### config.mk
export PLATFORM = sky130hd
export DESIGN_NAME = muldiv_seq
export DESIGN_NICKNAME = d
export VERILOG_FILES = /design/src/rtl/muldiv_seq.sv
export SDC_FILE = /design/constraint.sdc
export NUM_CORES = 1
export LEC_CHECK = 0
export BUFFER_PORTS_ARGS = -buffer_cell sky130_fd_sc_hd__buf_2
export CORE_ASPECT_RATIO = 2
export CORE_MARGIN = 2
export CORE_UTILIZATION = 40
export CTS_CLUSTER_SIZE = 28
export DETAILED_ROUTE_END_ITERATION = 7
export SYNTH_ARGS = -nofsm -noshare
export SYNTH_HDL_FRONTEND = slang
export SYNTH_SLANG_ARGS = --single-unit
### constraint.sdc
create_clock -name clk -period 10.35 [get_ports clk]
set_input_delay 0 -clock clk [delete_from_list [all_inputs] [get_ports clk]]
set_output_delay 0 -clock clk [all_outputs]
set_load 0.05 [all_outputs]
### src/rtl/muldiv_seq.sv
// Multi-cycle multiply/divide sequencer for the execute stage: 32-iteration
// shift-add multiplier and restoring divider behind a start/done handshake.
module muldiv_seq (
  input  logic        clk,
  input  logic        reset,
  input  logic        start,
  input  logic        flush,
  input  logic [2:0]  op,
  input  logic [31:0] a,
  input  logic [31:0] b,
  output logic        busy,
  output logic        done,
  output logic [31:0] result,
  output logic [31:0] long,
  output logic [3:0]  flags,
  output logic        dbz
);

  localparam logic [2:0] OP_UDIV  = 3'b100;
  localparam logic [2:0] OP_MUL   = 3'b101;
  localparam logic [2:0] OP_SMULL = 3'b110;
  localparam logic [2:0] OP_UMULL = 3'b111;

  typedef enum logic [2:0] {
    IDLE  = 3'd0,
    SETUP = 3'd1,
    RUN   = 3'd2,
    FIX   = 3'd3,
    DONE  = 3'd4
  } state_t;

  state_t state, state_nxt;

  // Latched request
  logic [2:0]  op_q;
  logic [31:0] a_q;
  logic [31:0] b_q;

  // Working registers
  logic [31:0] mcand;
  logic [31:0] p_hi;
  logic [31:0] p_lo;
  logic [32:0] rem;
  logic [31:0] dvd;
  logic [31:0] dvs;
  logic [4:0]  count;
  logic        sign_q;

  logic        accept;
  logic        is_div;
  logic        div_zero;

  logic [32:0] mul_sum;
  logic [32:0] div_shift;
  logic [32:0] div_sub;
  logic        div_ge;

  logic [63:0] prod;
  logic [31:0] fin_lo;
  logic [31:0] fin_hi;
  logic [3:0]  fin_flags;

  function automatic logic [31:0] magnitude(input logic signed [31:0] x);
    logic signed [31:0] m;
    m = (x < 0) ? -x : x;
    return $unsigned(m);
  endfunction

  function automatic logic [63:0] negate64(input logic [63:0] x);
    return ~x + 64'd1;
  endfunction

  assign accept   = start && op[2] && !flush && (state == IDLE || state == DONE);
  assign is_div   = (op_q == OP_UDIV);
  assign div_zero = is_div && (b_q == 32'd0);

  // State register
  always_ff @(posedge clk or posedge reset) begin
    if (reset) begin
      state <= IDLE;
    end else begin
      state <= state_nxt;
    end
  end

  // Next-state logic; flush overrides everything
  always_comb begin
    state_nxt = state;
    if (flush) begin
      state_nxt = IDLE;
    end else begin
      case (state)
        IDLE:    if (accept) state_nxt = SETUP;
        SETUP:   state_nxt = div_zero ? FIX : RUN;
        RUN:     if (count == 5'd31) state_nxt = FIX;
        FIX:     state_nxt = DONE;
        DONE:    state_nxt = accept ? SETUP : IDLE;
        default: state_nxt = IDLE;
      endcase
    end
  end

  // Outputs decoded from the state register
  always_comb begin
    busy = 1'b0;
    done = 1'b0;
    case (state)
      SETUP, RUN, FIX: busy = 1'b1;
      DONE:            done = 1'b1;
      default:         ;
    endcase
  end

  // One iteration of each datapath
  assign mul_sum   = {1'b0, p_hi} + (p_lo[0] ? {1'b0, mcand} : 33'd0);
  assign div_shift = {rem[31:0], dvd[31]};
  assign div_ge    = (div_shift >= {1'b0, dvs});
  assign div_sub   = div_shift - {1'b0, dvs};

  // Final correction applied in FIX
  assign prod = {p_hi, p_lo};

  always_comb begin
    fin_lo = 32'd0;
    fin_hi = 32'd0;
    case (op_q)
      OP_SMULL: {fin_hi, fin_lo} = sign_q ? negate64(prod) : prod;
      OP_UMULL: {fin_hi, fin_lo} = prod;
      OP_MUL:   fin_lo = p_lo;
      OP_UDIV: begin
        if (b_q == 32'd0) begin
          fin_lo = 32'd0;
          fin_hi = a_q;
        end else begin
          fin_lo = dvd;
          fin_hi = rem[31:0];
        end
      end
      default: ;
    endcase
  end

  // op[1] distinguishes the long multiplies from MUL/UDIV
  always_comb begin
    fin_flags = 4'b0000;
    if (op_q[1]) begin
      fin_flags[3] = fin_hi[31];
      fin_flags[2] = ({fin_hi, fin_lo} == 64'd0);
    end else begin
      fin_flags[3] = fin_lo[31];
      fin_flags[2] = (fin_lo == 32'd0);
    end
  end

  // Request latch, working registers and result registers
  always_ff @(posedge clk or posedge reset) begin
    if (reset) begin
      op_q   <= 3'd0;
      a_q    <= 32'd0;
      b_q    <= 32'd0;
      mcand  <= 32'd0;
      p_hi   <= 32'd0;
      p_lo   <= 32'd0;
      rem    <= 33'd0;
      dvd    <= 32'd0;
      dvs    <= 32'd0;
      count  <= 5'd0;
      sign_q <= 1'b0;
      result <= 32'd0;
      long   <= 32'd0;
      flags  <= 4'd0;
      dbz    <= 1'b0;
    end else begin
      if (accept) begin
        op_q <= op;
        a_q  <= a;
        b_q  <= b;
      end
      if (!flush) begin
        case (state)
          SETUP: begin
            count  <= 5'd0;
            sign_q <= (op_q == OP_SMULL) && (a_q[31] ^ b_q[31]);
            if (is_div) begin
              dvd <= a_q;
              dvs <= b_q;
              rem <= 33'd0;
            end else if (op_q == OP_SMULL) begin
              mcand <= magnitude($signed(a_q));
              p_lo  <= magnitude($signed(b_q));
              p_hi  <= 32'd0;
            end else begin
              mcand <= a_q;
              p_lo  <= b_q;
              p_hi  <= 32'd0;
            end
          end
          RUN: begin
            count <= count + 5'd1;
            if (is_div) begin
              rem <= div_ge ? div_sub : div_shift;
              dvd <= {dvd[30:0], div_ge};
            end else begin
              p_hi <= mul_sum[32:1];
              p_lo <= {mul_sum[0], p_lo[31:1]};
            end
          end
          FIX: begin
            result <= fin_lo;
            long   <= fin_hi;
            flags  <= fin_flags;
            if (is_div) dbz <= (b_q == 32'd0);
          end
          default: ;
        endcase
      end
    end
  end

endmodule
# After elaboration in Yosys (flattened, before gate mapping)
# Cells that the tools add are included.
# Widths: inputs -> output; s select.
totals:
  ff_bits: 335
  latchBits: 0
  ram_bits: 0
  romBits: 0
  inputBits: 71
  out_inout_bits: 71
  word_cells: 100
  mem_count: 0
op_classes:
  addsub: 6
  n_mul: 0
  n_div: 0
  magnitude_cmp: 3
  eq_ne: 15
  n_shift: 0
  n_mux: 33
  n_bitwise: 4
  reduce_logical: 23
ops:
  columns: ["op", "count"]
  rows:
  - ["$mux 32", 16]
  - ["$pmux 32 s2", 4]
  - ["$pmux 32 s3", 2]
  - ["$add 64x1->64 const B", 1]
  - ["$logic_not 32->1", 2]
  - ["$logic_not 64->1", 1]
  - ["$lt 32x1->1 const B", 2]
  - ["$mux 64", 1]
  - ["$neg 32->32", 2]
  - ["$not 64->64", 1]
  - ["$add 32x32->33", 1]
  - ["$ge 33x32->1", 1]
  - ["$sub 32x32->32", 1]
  - ["$eq 3x3->1 const B", 5]
  - ["$pmux 3 s5", 1]
  - ["$pmux 5 s2", 1]
  - ["$mux 3", 3]
  - ["$reduce_and 3->1", 3]
  - ["$ne 2x2->1 const B", 4]
  - ["$reduce_and 2->1", 4]
  - ["$reduce_and 4->1", 2]
  - ["$eq 3x2->1 const B", 2]
  - ["$ne 3x3->1 const B", 2]
  - ["$add 5x1->5 const B", 1]
  - ["other kinds (13)", 21]

# Longest topological paths before layout
# Gate-level depths: netlist of run 1.
logic_depth:
  word_depth: 6
  depth_mapped: 15
  mapped_depth_nobuf: 14

# Worst setup path after synthesis of run 1
# OpenSTA, ideal clock, no wires.
synth_timing:
  kind: "flip-flop to flip-flop"
  startpoint: "register b_q[0]"
  endpoint: "register flags[2]"
  setup_ps: 67
  t_arrival_ps: 3575
  required_ps: 10283
  slack_ps: 6707
  stages_incl_launch_ff: 15
  path_buffers: 2
  period_less_slack_ps: 3643
  path_cell_list: "dfrtp_1 inv_1 ha_1 or4b_2 nor3_1 and4_1 buf_2 nor2_1 clkbuf_1 a222oi_1 nand4b_1 or4_4 nor4_4 a22oi_1 nand2_1"
synth_via:
  elab_chain_cells: 5
  word_cells_on_any_way: 8
  classes_between: "mux (5); reduce/logical (3)"
synth_lines:
  columns: ["item", "line_no", "text"]
  rows:
  - ["from (decl)", "37", "logic [31:0] b_q;"]
  - ["from (signal assigned)", "160", "b_q <= 32'd0;"]
  - ["from (signal assigned)", "177", "b_q <= b;"]
  - ["$logic_not 32->1 *", "131", "if (b_q == 32'd0) begin"]
  - ["$mux 32", "131", null]
  - ["$pmux 32 s3", "126", "case (op_q)"]
  - ["$logic_not 64->1 / $logic_not 32->1 (equally long branches)", "148, 151", null]
  - ["$mux 2 *", "146", "if (op_q[1]) begin"]
  - ["to (signal assigned)", "211", "flags <= fin_flags;"]
  - ["to (decl)", "15", "output logic [3:0] flags,"]
# Every way passes the cells marked *; elsewhere a longest branch is shown, timed or not.
# A chain may end at the register's enable or synchronous reset.

# Worst setup path after layout of run 1
# Same ends and word-level chain as after synthesis.

==> flow_summary.json, run 1 <==
{
  "hold_viol_final": 0,
  "path_delay_family": "simple AND/OR/NAND/NOR gates",
  "worst_setup_path_end_kind": "flop",
  "fin_ws_ns": 5.374,
  "start_util_pct": 40.48,
  "clk_pin_slew_ns": 0.07,
  "slowest_delay_ns": 0.85,
  "layout-drive-gt1-share_pct": 14.26,
  "grt_pass1_wl_mm": 125.8,
  "cts-htree-levels": 2,
  "cts_buffers": 36,
  "p_seq_share_pct": 34.3,
  "place_congestion": 1.007,
  "clkPwrFrac_pct": 20.6,
  "setup_tns_ns": 0,
  "ys_warn_count": 0,
  "cts_tree": "built",
  "ys_ff_latch": 335,
  "grt_use_total_pct": 31.01,
  "dieArea_um2": 54400,
  "clock-sinks": 335,
  "seqCellArea_um2": 8383,
  "tightest_slew_ns": 1.174,
  "rows": 118,
  "arrival_ns": 5.48,
  "async_reset_ff_share_pct": 100.0,
  "dpl.hpwl_mm": 63.75,
  "drtAntennaViolNets": 0,
  "cts_setup_buffers": 0,
  "relSlewSlack_pct": 21.70,
  "cp_max_fo": 33,
  "synth_edf_count": 0,
  "slowest_stage": "a22oi_1",
  "max_freq_mhz": 201.0,
  "finalNonFillerCells": 3229,
  "viasPerCell": 6.072,
  "syn_avg_cell_area_um2": 8.744,
  "clock_path_buffers": 3,
  "p_per_area_nw_per_um2": 280.8,
  "rsz0062_at_grt": "no",
  "synth_area_um2": 20980,
  "fin_crit_sh_pct": 48.07,
  "setup.worst_path.start_class": "flop",
  "core_um2": 51820,
  "post-route-min-period_ns": 4.976,
  "antenna_found_initial": 4,
  "finalClockSkew_ns": 0.01893,
  "swShare_pct": 46.50,
  "dr.pass1.iters": 6,
  "switchingPower_mw": 3.170,
  "p_leak_nw": 10.99,
  "synth_cell_types": 77,
  "drt_wl_total_mm": 85.75,
  "top_level_ports": 142,
  "nets": 2681,
  "grt_overflow_total": 0,
  "synth_cells": 2399,
  "multi_input_area_um2": 11780,
  "dr.first_iter.drc_count": 1799,
  "status": "finished, final reports clean",
  "synth_flop_cell": "dfrtp_1",
  "combPwrFrac_pct": 45.1,
  "final_common_cell": "nand2_1",
  "die_x_um": 165.9,
  "post-place-ws_ns": 5.566,
  "grt_max_degree": 127,
  "clk_latency_ns": 0.56,
  "drc": 0,
  "whs_ns": 0.1156,
  "synth-seq-area-share_pct": 39.96,
  "irDropWorstVdd_mv": 0.1700,
  "cp_cell_sequence": "inv_1 -> ha_1 -> or4b_2 -> nor3_1 -> and4_1 -> buf_4 -> nor2_2 -> a22oi_1 -> nand4_1 -> or4_4 -> nor4_4 -> nand4_1 -> nand2_1",
  "root_buffer": "clkbuf_16",
  "path_buf_inv": 2,
  "cp_common_cell": "nand4_1",
  "die_y_um": 327.9,
  "syn2layout_area_growth_pct": 15.76,
  "port_buffers": 139,
  "crit_type": "reg2reg",
  "layout_common_cells": "366 x nand2_1, 335 x dfrtp_1, 250 x o21ai_0",
  "finalSetupViolCount": 0,
  "drv_cap": 0,
  "place_inst": 3079,
  "hold_path.class": "in2async",
  "vias": 19610,
  "wl_per_cell_um": 26.56,
  "slew_violations": 0,
  "grt_pass1_vias": 19470,
  "fillerInstances": 4957,
  "cp.required_ns": 10.85,
  "internal-power_mw": 3.648
}
[final cells by class]
type	instances	area share, %
clock inverters	21	0.9996
inverters	68	1.082
multi-input cells	1844	48.52
flip-flops and latches	335	34.52
clock buffers	45	4.184
diodes	2	0.02061
repair buffers	254	7.265
well taps	660	3.401
[final timing paths]
path	from	end	slack (ns)	cells past startpoint
max	b_q[0]$_DFFE_PP0P_	flags[2]$_DFFE_PP0P_	5.37	13
min	reset	long[7]$_DFFE_PP0P_	0.12	3
max reg2reg	b_q[0]$_DFFE_PP0P_	flags[2]$_DFFE_PP0P_	5.37	13
min reg2reg	result[2]$_DFFE_PP0P_	result[2]$_DFFE_PP0P_	0.47	2
max in group asynchronous	reset	dvs[15]$_DFFE_PP0P_	7.91	5
min in group clk	b[12]	b_q[12]$_DFFE_PP0P_	0.19	4
[worst register-to-register path, stage by stage, from the launching register on]
cell     delay [ns]
dfrtp_1        0.42
inv_1          0.11
ha_1           0.21
or4b_2         0.69
nor3_1         0.36
and4_1         0.30
buf_4          0.40
nor2_2         0.25
a22oi_1        0.85
nand4_1        0.26
or4_4          0.50
nor4_4         0.33
nand4_1        0.15
nand2_1        0.10
[routing by layer]
metal | track usage, % | routed length, µm | share of wire [%]
met5 | 0 | 13 | 0.015
met2 | 55.18 | 42330 | 49
met3 | 6.133 | 5277 | 6.2
met4 | 28.03 | 9643 | 11
met1 | 30.19 | 28490 | 33
[power groups by stage]
stage | sequential [mW] | clock [mW] | combinational (mW)
after global routing | 2.37 | 1.46 | 3.35
after CTS | 2.31 | 1.42 | 3.01
after floorplan | 2.03 | 0 | 2.18
after global placement | 2.32 | 0 | 2.92
final | 2.34 | 1.40 | 3.07
after detailed placement | 2.33 | 0 | 2.96
[cell usage after synthesis (all sizes together), types with 10 or more instances]
master,n,share of area [%]
a31oi,28,0.84
mux2,89,4.8
nor4,31,1.1
a21oi,183,4.4
or2,11,0.33
mux2i,47,2.2
nand4,38,1.1
xor2,82,3.4
dfrtp,335,40
buf,22,0.58
clkbuf,131,2.3
o311ai,16,0.67
or4,20,0.75
inv,67,1.2
nor2b,13,0.39
a41oi,10,0.42
o21a,13,0.47
a21o,30,1.1
o211ai,16,0.57
nor2,120,2.1
ha,69,4.1
nand3,35,0.84
or3,19,0.57
o31ai,31,1.1
nand2,368,6.6
and2,52,1.6
nor3,48,1.1
o41ai,11,0.62
xnor2,65,2.7
o21ai,250,6.0
a211oi,10,0.36
[cells by family after synthesis]
logic type	count (synthesis)	share of synthesized area, %
compound gates	687	20.17
xor+xnor	147	6.138
other cells	1	0.01788
mux	136	7.021
simple gates	801	18.24
flops	335	39.96
buf+inv	221	4.140
fa+ha+maj	71	4.307
[repair_timing]
item,in CTS,in global routing
hold buffers,82,0
resized for setup,0,0
hold endpoints to repair,194,0
[state kept, by name, summed over array words and instances (netlist names)]
name	count
result	32
p_lo	32
dbz	1
sign_q	1
p_hi	32
a_q	32
b_q	32
rem	32
dvs	32
mcand	32
dvd	32
flags	2
state	3
count	5
op_q	3
long	32
[through the flow]
| step | instance area [µm²] | utilization (%) | power, mW |
|---|---|---|---|
| finish | 24280 | 46.86 | 6.818 |
| global route | 24280 | 46.85 | 7.182 |
| global placement | 22200 | 42.83 | 5.240 |
| floorplan | 20980 | - | 4.213 |
| CTS | 24280 | 46.85 | 6.735 |
| detailed placement | 22200 | 42.83 | 5.286 |
Note: power is estimated with default switching activity, not from simulation.
==> run 2, diff against run 1 <==
Settings changed: ABC_AREA set to 1.
Clock period 10.35 ns to 4.93 ns, I/O delays scaled along.
==> run 2 against run 1 <==
The run now ends with design-rule violations, max-capacitance violations left. Core utilization decreased by 0.67 points. First-iteration DRC count increased by 29%. Worst setup slack got worse by 4.5 ns. Non-clock buffer count decreased by 16. Critical path depth increased by 2. Synthesized cell count increased by 40%. Die area increased by 8.5%. Sequential share of layout area decreased by 2.3 points. Synthesized area increased by 8.6%. Total power increased to 2.9 times the previous value.
==> flow_summary.json, run 2 <==
{
  "p_per_area_nw_per_um2": 770.2,
  "regToRegSetupSlack_ns": 0.88,
  "synth_cell_types": 52,
  "core_um2": 56330,
  "synth_cells": 3354,
  "die_x_um": 172.8,
  "viasPerCell": 5.689,
  "switchingPower_mw": 11.33,
  "p_total_mw": 20.04,
  "combPwrFrac_pct": 57.6,
  "swShare_pct": 56.55,
  "p_seq_share_pct": 28.0,
  "fin_ws_ns": 0.8838,
  "start_util_pct": 40.45,
  "setup_tns_ns": 0,
  "violations": "design-rule violations, max-capacitance violations",
  "clock-sinks": 335,
  "cts-htree-levels": 2,
  "tightest_slew_ns": 1.462,
  "drt_wl_total_mm": 113.4,
  "grt_pass1_vias": 24340,
  "yosys.area.top_type": "dfrtp_1",
  "syn2layout_area_growth_pct": 14.19,
  "synth_area_um2": 22780,
  "dr.pass1.iters": 8,
  "crit_type": "reg2reg",
  "r2r_end": "flags[2]$_DFFE_PP0P_",
  "clkPwrFrac_pct": 14.3,
  "relSlewSlack_pct": 1.796,
  "dpl.hpwl_mm": 88.76,
  "finalSetupViolCount": 0,
  "dr.first_iter.drc_count": 2325,
  "synth_most_common_cell": "nand2_1",
  "place_inst": 4140,
  "ys_ff_latch": 335,
  "fin_crit_sh_pct": 82.07,
  "synth-seq-area-share_pct": 36.79,
  "grt_use_total_pct": 38.13,
  "finalClockSkew_ns": 0.02551,
  "max_freq_mhz": 247.1,
  "arrival_ns": 4.55,
  "post-route-min-period_ns": 4.046,
  "place_congestion": 1.071,
  "irDropWorstVdd_mv": 0.2346,
  "wl_per_cell_um": 26.56,
  "timing.hold.worst_path_depth": 4,
  "drc": 1,
  "synth_common_cells": "818 x nand2_1, 433 x nor2_1, 410 x inv_1",
  "post-place-ws_ns": 1.058,
  "design_area_um2": 26020,
  "top_level_ports": 142,
  "slew_violations": 0,
  "clk_pin_slew_ns": 0.07,
  "syn_avg_cell_area_um2": 6.793,
  "cp.required_ns": 5.43,
  "hold_path.class": "in2reg",
  "postLayoutCoreUtil_pct": 46.19,
  "cts_buffers": 34,
  "nets": 3636,
  "drtAntennaViolNets": 0,
  "synth_edf_count": 0,
  "grt_max_degree": 133,
  "layout-drive-gt1-share_pct": 8.445,
  "cts_tree": "built",
  "layout_common_cells": "817 x nand2_1, 428 x nor2_1, 408 x inv_1",
  "rsz0062_at_grt": "no",
  "clk_latency_ns": 0.56,
  "grt_overflow_total": 0,
  "final_common_cell": "nand2_1",
  "ys_warn_count": 0,
  "worstHoldStart": "start",
  "synth_flop_cell": "dfrtp_1",
  "r2r_start": "b_q[0]$_DFFE_PP0P_",
  "root_buffer": "clkbuf_16",
  "placed_area_um2": 24150,
  "antenna_found_initial": 6,
  "synth_top_area_share_pct": 36.79,
  "cts_setup_buffers": 0,
  "die_y_um": 341.5,
  "rows": 123,
  "crit_start": "b_q[0]$_DFFE_PP0P_",
  "setup.worst_path.start_class": "flop",
  "port_buffers": 139,
  "clock_path_buffers": 3,
  "holdPathEnd": "state[0]$_DFFE_PP0P_",
  "finalNonFillerCells": 4270,
  "hold_viol_final": 0,
  "p_leak_nw": 12.60,
  "whs_ns": 0.03866,
  "internal-power_mw": 8.705,
  "async_reset_ff_share_pct": 100.0,
  "grt_pass1_wl_mm": 163.0,
  "drv_cap": 1,
  "worst_setup_path_end_kind": "flop",
  "cp_max_fo": 31,
  "rr_worst_depth": 15,
  "status": "finished, violations left",
  "vias": 24290,
  "synthTopCellsByArea": "dfrtp_1 37%, nand2_1 13%, nor2_1 7.1%",
  "dieArea_um2": 59000
}
-- run 2: cell count changes after synthesis, moves of 30 or more --
cell      change
o211ai_1     +50
xnor2_1      -47
nand2_1     +450
mux2i_1      -46
xor2_1       -56
mux2_2       -67
a31oi_1      +30
clkbuf_1     -38
nor2_1      +313
inv_1       +343
o21ai_0      +65
and2_1       -51
nand3_1     +184
-- run 2: repair_timing --
action	in CTS	in global routing
hold buffers	68	0
resized for setup	0	0
setup endpoints to repair	0	0
endpoints found under the hold margin	96	0
-- run 2: power by group through the flow --
stage	sequential, mW	combinational, mW	clock (mW)
floorplan	5.44	6.81	0
global placement	5.57	11.2	0
detailed placement	5.58	11.1	0
CTS	5.53	11.2	2.90
global route	5.72	12.4	2.98
finish	5.62	11.5	2.87
-- run 2: kinds of logic after synthesis --
family,after synthesis,synth area share [%]
and+or+nand+nor,1585,28.54
buffers and inverters,556,9.523
xor gates and xnor gates,44,1.691
adders and majority gates,71,3.965
other,1,0.01646
DFF,335,36.79
muxes,23,1.131
AOI/OAI and AO/OA,739,18.34
-- run 2: final cells by class --
class | count | area [µm²]
clock buffers | 44 | 949.7
inverters | 421 | 1584
flip-flops and latches | 335 | 8384
diodes | 3 | 7.507
well taps | 750 | 938.4
multi-input cells | 2464 | 12280
repair buffers | 238 | 1647
clock inverters | 15 | 222.7
fillers | 5974 | 30310
-- run 2: worst max-delay path by stage --
stage | endpoint
global route | flags[2]$_DFFE_PP0P_
finish | flags[2]$_DFFE_PP0P_
floorplan | a_q[0]$_DFFE_PP0P_
CTS | flags[2]$_DFFE_PP0P_
global placement | flags[2]$_DFFE_PP0P_
detailed placement | flags[2]$_DFFE_PP0P_
-- run 2: metal layers --
layer,part of all wire [%],global-route usage [%],wire (µm)
met1,33,36.36,36900
met2,49,66.93,56010
met3,4.8,5.722,5442
met4,13,41.54,15050
met5,0.022,0,25
-- run 2: worst max-delay path, cell delays in order (launching register included) --
cell      delay (ns)
dfrtp_1         0.40
inv_1           0.11
ha_1            0.19
nand2_2         0.09
nor2_2          0.22
nand2_2         0.34
nor2_4          0.76
buf_4           0.36
nor3_1          0.07
a211oi_1        0.86
nand2_1         0.11
nor2_1          0.13
nand3_1         0.09
nor2_1          0.15
nand2_1         0.07
nand2_1         0.05
